[src/rtl/control_32_pkg.sv]
// rtl/control_32_pkg.sv - opcode/funct constants and control field encodings for control_32
package control_32_pkg;

  localparam logic [5:0] OPC_R_TYPE  = 6'b000000;
  localparam logic [5:0] OPC_LW      = 6'b100011;
  localparam logic [5:0] OPC_SW      = 6'b101011;
  localparam logic [5:0] OPC_BEQ     = 6'b000100;
  localparam logic [5:0] OPC_BNE     = 6'b000101;
  localparam logic [5:0] OPC_ADDI    = 6'b001000;
  localparam logic [5:0] OPC_J       = 6'b000010;
  localparam logic [5:0] OPC_JAL     = 6'b000011;
  localparam logic [5:0] FUNCT_JR    = 6'b001000;

  typedef enum logic [1:0] {
    ALU_ADD   = 2'b00,
    ALU_SUB   = 2'b01,
    ALU_FUNCT = 2'b10,
    ALU_RSVD  = 2'b11
  } alu_op_e;

  typedef enum logic [1:0] {
    TOREG_ALU = 2'b00,
    TOREG_MEM = 2'b01,
    TOREG_PC4 = 2'b10
  } mem_toreg_e;

  typedef enum logic [1:0] {
    BR_NONE = 2'b00,
    BR_EQ   = 2'b01,
    BR_NE   = 2'b10
  } branch_e;

  typedef enum logic [1:0] {
    DST_RT   = 2'b00,
    DST_RD   = 2'b01,
    DST_R31  = 2'b10
  } reg_dst_e;

  typedef enum logic [1:0] {
    JMP_NONE   = 2'b00,
    JMP_TARGET = 2'b01,
    JMP_REG    = 2'b10
  } jump_e;

endpackage

[src/rtl/control_32_err_log.sv]
// rtl/control_32_err_log.sv - sticky illegal-opcode flag and saturating 8-bit error counter
module control_32_err_log (
  input  logic       clk,
  input  logic       rst_n,
  input  logic       err_i,
  output logic       err_sticky_o,
  output logic [7:0] err_count_o
);

  logic       sticky_q, sticky_d;
  logic [7:0] count_q, count_d;

  always_comb begin
    sticky_d = sticky_q | err_i;
    count_d  = count_q;
    // Counter holds at all-ones rather than wrapping back to zero.
    if (err_i && (count_q != 8'hFF)) begin
      count_d = count_q + 8'd1;
    end
  end

  always_ff @(posedge clk or negedge rst_n) begin
    if (!rst_n) begin
      sticky_q <= 1'b0;
      count_q  <= 8'd0;
    end else begin
      sticky_q <= sticky_d;
      count_q  <= count_d;
    end
  end

  assign err_sticky_o = sticky_q;
  assign err_count_o  = count_q;

endmodule

[src/rtl/control_32.sv]
// rtl/control_32.sv - combinational main decoder for a 32-bit MIPS-like datapath
// Optional error logging enabled by defining CONTROL_32_ERR_LOG_EN.
module control_32
  import control_32_pkg::*;
#(
  parameter logic [5:0] r_type  = OPC_R_TYPE,
  parameter logic [5:0] lw      = OPC_LW,
  parameter logic [5:0] sw      = OPC_SW,
  parameter logic [5:0] beq     = OPC_BEQ,
  parameter logic [5:0] bne     = OPC_BNE,
  parameter logic [5:0] addi    = OPC_ADDI,
  parameter logic [5:0] j       = OPC_J,
  parameter logic [5:0] jal     = OPC_JAL,
  parameter logic [5:0] jr_func = FUNCT_JR
) (
  input  logic       clk,
  input  logic       rst_n,
  input  logic [5:0] opcode,
  input  logic [5:0] funct,
  output logic [1:0] alu_op,
  output logic [1:0] mem_toreg,
  output logic       mem_write,
  output logic       mem_read,
  output logic [1:0] branch,
  output logic       alu_src,
  output logic [1:0] reg_dst,
  output logic       reg_write,
  output logic [1:0] jump,
  output logic       err_illegal_opcode,
  output logic       err_sticky,
  output logic [7:0] err_count
);

  always_comb begin
    alu_op             = ALU_ADD;
    mem_toreg          = TOREG_ALU;
    mem_write          = 1'b0;
    mem_read           = 1'b0;
    branch             = BR_NONE;
    alu_src            = 1'b0;
    reg_dst            = DST_RT;
    reg_write          = 1'b0;
    jump               = JMP_NONE;
    err_illegal_opcode = 1'b0;
    case (opcode)
      r_type: begin
        if (funct == jr_func) begin
          jump = JMP_REG;
        end else begin
          alu_op    = ALU_FUNCT;
          reg_dst   = DST_RD;
          reg_write = 1'b1;
        end
      end
      lw: begin
        mem_toreg = TOREG_MEM;
        mem_read  = 1'b1;
        alu_src   = 1'b1;
        reg_write = 1'b1;
      end
      sw: begin
        mem_write = 1'b1;
        alu_src   = 1'b1;
      end
      beq: begin
        alu_op = ALU_SUB;
        branch = BR_EQ;
      end
      bne: begin
        alu_op = ALU_SUB;
        branch = BR_NE;
      end
      addi: begin
        alu_src   = 1'b1;
        reg_write = 1'b1;
      end
      j: begin
        jump = JMP_TARGET;
      end
      jal: begin
        jump      = JMP_TARGET;
        reg_dst   = DST_R31;
        mem_toreg = TOREG_PC4;
        reg_write = 1'b1;
      end
      default: begin
        err_illegal_opcode = 1'b1;
      end
    endcase
  end

`ifdef CONTROL_32_ERR_LOG_EN
  control_32_err_log u_err_log (
    .clk          (clk),
    .rst_n        (rst_n),
    .err_i        (err_illegal_opcode),
    .err_sticky_o (err_sticky),
    .err_count_o  (err_count)
  );
`else
  // Clock and reset have no loads when logging is compiled out.
  logic unused_clk_rst;
  assign unused_clk_rst = clk ^ rst_n;
  assign err_sticky     = 1'b0;
  assign err_count      = 8'd0;
`endif

endmodule

[config.mk]
export PLATFORM = sky130hd
export DESIGN_NAME = control_32
export DESIGN_NICKNAME = d
export VERILOG_FILES = /design/src/rtl/control_32_pkg.sv /design/src/rtl/control_32_err_log.sv /design/src/rtl/control_32.sv
export SDC_FILE = /design/constraint.sdc
export NUM_CORES = 1
export LEC_CHECK = 0
export ABC_AREA = 1
export CAP_MARGIN = 10
export CORE_AREA = 10 10 47 49
export DETAILED_ROUTE_END_ITERATION = 8
export DIE_AREA = 0 0 57 59
export DONT_BUFFER_PORTS = 1
export GPL_TIMING_DRIVEN = 0
export PLACE_DENSITY = 0.43
export REMOVE_ABC_BUFFERS = 1
export SYNTH_ARGS = -nofsm -noshare
export SYNTH_HDL_FRONTEND = slang
export SYNTH_HIERARCHICAL = 1
export SYNTH_SLANG_ARGS = --single-unit
[constraint.sdc]
create_clock -name vclk -period 0.8
set_input_delay 0.16 -clock vclk [all_inputs]
set_output_delay 0.16 -clock vclk [all_outputs]
set_load 0.01 [all_outputs]
### After elaboration in Yosys (flattened, before gate mapping)

Index checks and enable logic that the tools add are counted.

* register bits: 0
* input port bits: 14
* output and inout bits: 24
* logic and storage cells: 28

* equal/unequal tests: 8
* multiplexer cells: 14
* reductions and logical operators: 6

Operator list (number)
* 2-bit case mux with 2 select lines: 5
* 6-bit by 2-bit equality test with 1-bit output, second input constant: 2
* 6-bit by 3-bit equality test with 1-bit output, second input constant: 2
* 6-bit by 4-bit equality test with 1-bit output, second input constant: 2
* 6-bit equality test, second input constant: 2
* 8-bit OR reduction: 1
* 6-bit logical NOT: 1
* 1-bit 2-to-1 mux: 6
* 3-bit OR reduction: 2
* 2-bit 2-to-1 mux: 2
* 2-bit OR reduction: 2
* 1-bit case mux with 2 select lines: 1

### Logic depth before layout (Yosys ltp)

* depth after elaboration: 3
* gate-level depth with buffers: 5
* depth with buffers taken out: 5

### Worst setup path before layout

No wires, ideal clock.

* path kind: input-to-output
* start point: in opcode[5]
* end point: out mem_toreg[0]
* arrival: 0.743 ns
* data required time: 0.640 ns
* path slack: -0.103 ns
* stages: 5
* path buffers: 1
* path through: inv_1 > nor2_1 > nand2_1 > nor2_1 > buf_4

* word-level cells in the longest chain between the ends: 2
* elaborated cells between the ends (all ways): 3
* classes of those cells: 2 x eq/ne; 1 x mux

Ends and longest elaborated chain
* start, declared: line control_32.sv:18 `input logic [5:0] opcode,`
* 6-bit by 2-bit equality test with 1-bit output / 6-bit equality test (equally long branches): line control_32.sv:45 `case (opcode)`
* 2-bit case mux with 2 select lines *: line control_32.sv:45
* end, declared: line control_32.sv:21 `output logic [1:0] mem_toreg,`

Every way passes the cells marked *; elsewhere a longest branch is shown, timed or not.

### Final worst setup path

* start point: in opcode[5]
* end point: out err_illegal_opcode

* word-level cells in the longest chain between the ends: 3
* elaborated cells between the ends (all ways): 10
* classes of those cells: 7 x eq/ne; 1 x mux; 2 x reduce/logical

Ends and longest elaborated chain
* 6-bit by 2-bit equality test with 1-bit output (tied with other cells): line control_32.sv:45
* 8-bit OR reduction (no source line) *
* 1-bit 2-to-1 mux *: line control_32.sv:45
* end, declared: line control_32.sv:29 `output logic err_illegal_opcode,`

Marked as above.

==> impl_metrics.env <==
export IMPL_final_setup_viol_count=7
export IMPL_seq_area_frac_synth_pct=0
export IMPL_endpoint_kind="output pin"
export IMPL_post_synth_xor_area_fraction_pct=0
export IMPL_track_usage_pct=5.04
export IMPL_timing_critical_path_from_type="primary input"
export IMPL_main_combinational_cell_family_by_area_after_synthesis="simple AND/OR/NAND/NOR gates"
export IMPL_n_clock_buffer=0
export IMPL_routed_wire_length_per_instance_microns=13.9
export IMPL_detailed_place_hpwl_microns=839
export IMPL_drcViolationCount=0
export IMPL_seq_cells=0
export IMPL_fp_dieH_microns=59
export IMPL_fin_cells=70
export IMPL_grt_max_degree=6
export IMPL_ys_top_cells_by_area="sky130_fd_sc_hd__buf_4 (28%), sky130_fd_sc_hd__nor2_1 (22%), sky130_fd_sc_hd__nand3_1 (13%)"
export IMPL_worst_hold_startpoint="opcode[3]"
export IMPL_synth_top_cell_area_share_pct=27.6
export IMPL_layout_drive_gt1_share_pct=50.0
export IMPL_dp_slack_ps=-130
export IMPL_hold_path_depth=1
export IMPL_ys_types=11
export IMPL_outcome="finished with violations"
export IMPL_design_final_nets=70
export IMPL_finalMaxSlewViolations=0
export IMPL_netlist_area_sq_um=272
export IMPL_mean_post_synth_cell_area_sq_um=5.03
export IMPL_vdd_drop_max_mv=0.0868
export IMPL_arrival_ps=690
export IMPL_dr_total_vias=295
export IMPL_grt_antenna_before_repair=0
export IMPL_report_final_hold_viol_count=0
export IMPL_die_area_sq_um=3360
export IMPL_routabilityCongestion=0.666
export IMPL_reported_leakage_power_nw=0.186
export IMPL_grt_pass1_vias=341
export IMPL_yosysWarningCount=6
export IMPL_hold_path_endpoint="mem_toreg[0]"
export IMPL_ioPinCount=38
export IMPL_vias_per_cell=4.21
export IMPL_dp_cells=68
export IMPL_synth_compound_gate_area_share_pct=1.84
export IMPL_post_synth_and_or_nand_nor_area_fraction_pct=56.7
export IMPL_antenna_left=0
export IMPL_critPathMaxFanout=4
export IMPL_numPortBuffers=0
export IMPL_synthCells=54
export IMPL_power_density_nw_per_um2=314
export IMPL_synthToLayoutAreaGrowth_pct=30.4
export IMPL_antenna_cells=0
export IMPL_cap_viol_max_count=0
export IMPL_crit_path_category="in2out"
export IMPL_grt_first_pass_wirelength_microns=1460
export IMPL_fp_coreArea_sq_um=1400
export IMPL_timing_hold_worst_class="in2out"
export IMPL_synthAdderAreaFrac_pct=0
export IMPL_overflow=0
export IMPL_totalWireLength_microns=971
export IMPL_synth_area_mux_share_pct=0
export IMPL_period_share_pct=107
export IMPL_die_width_microns=57
export IMPL_final_worst_path_period_need_ps=853
export IMPL_synthDominantAreaCellType="sky130_fd_sc_hd__buf_4"
export IMPL_setup_ws_ps=-52.5
export IMPL_initial_core_util_pct=19.4
export IMPL_layout_area_seq_sq_um=0
export IMPL_drt_iter0_markers=2
export IMPL_grt_setup_unrepaired="true"
export IMPL_worst_endpoint_required_ps=640
export IMPL_clock_fmax_mhz=1170
export IMPL_drt_pre_antenna_iters=2
export IMPL_row_count=14
export IMPL_violations="setup timing"
cell type report:
cell class / instances / area, sq um
inverter: 9 / 33.8
fill: 176 / 1050
tap: 16 / 20.0
timing repair buffer: 2 / 15.0
multi-input combinational: 43 / 285
through the flow:
step | hold WS, ps | instance area (sq um) | utilization [%] | total power, mW | TNS [ps]
final | 350 | 354 | 25.3 | 0.111 | -174
after global routing | 352 | 354 | 25.3 | 0.125 | -928
after CTS | 356 | 337 | 24.0 | 0.104 | -381
after detailed placement | 376 | 246 | 17.6 | 0.0766 | -815
after global placement | 375 | 246 | 17.6 | 0.0759 | -746
after floorplan | 368 | 226 | - | 0.0680 | -75.3
repair_timing:
item                                    in CTS  in global routing
hold buffers                                 0                  0
endpoints found under the setup margin      12                 15
buffers inserted                             2                  0
pin swaps                                    2                  6
resized for setup                           19                  6
cell families after synthesis:
logic type | count (synthesis)
other | 1
AND/OR/NAND/NOR | 33
AO/OA/AOI/OAI | 1
buffers and inverters | 19
how the worst max path moves through the flow:
| stage | startpoint | to | slack (ps) | cells past startpoint |
|---|---|---|---|---|
| 5_1_grt | opcode[5] | err_illegal_opcode | -100 | 5 |
| 4_1_cts | opcode[5] | mem_read | -60 | 4 |
| 3_3_place_gp | opcode[5] | mem_read | -130 | 4 |
| 3_5_place_dp | opcode[5] | mem_read | -130 | 4 |
| 2_1_floorplan | opcode[5] | mem_read | -30 | 4 |
| 6_report | opcode[5] | err_illegal_opcode | -50 | 5 |
worst max-delay path: stages:
cell	delay, ps
sky130_fd_sc_hd__nor2_4	130
sky130_fd_sc_hd__buf_4	150
sky130_fd_sc_hd__nand3_4	90
sky130_fd_sc_hd__nand2_4	110
sky130_fd_sc_hd__nor2_4	50
cells in the final DEF (no fill, tap or decap), drive strengths merged:
master | synthesis | layout
conb | 1 | 9
nor2 | 19 | 19
nand2 | 6 | 6
o21ai | 1 | 1
buf | 10 | 2
inv | 9 | 9
nand3 | 7 | 7
nor3 | 1 | 1
power breakdown:
part           internal, mW  switching [mW]
Sequential                0               0
Clock                     0               0
Combinational        0.0332          0.0781
Total                0.0332          0.0781
synth_stat cells, drive strengths merged:
cell,n
o21ai,1
nand3,7
conb,1
nor2,19
inv,9
buf,10
nand2,6
nor3,1
metal layers:
metal,vias to the layer above,wire length (microns),GRT usage (%)
met3,0,89,1.72
li1,145,-,-
met1,129,409,5.42
met5,-,0,0
met2,21,473,9.77
met4,0,0,0
(Power assumes the default switching activity.)
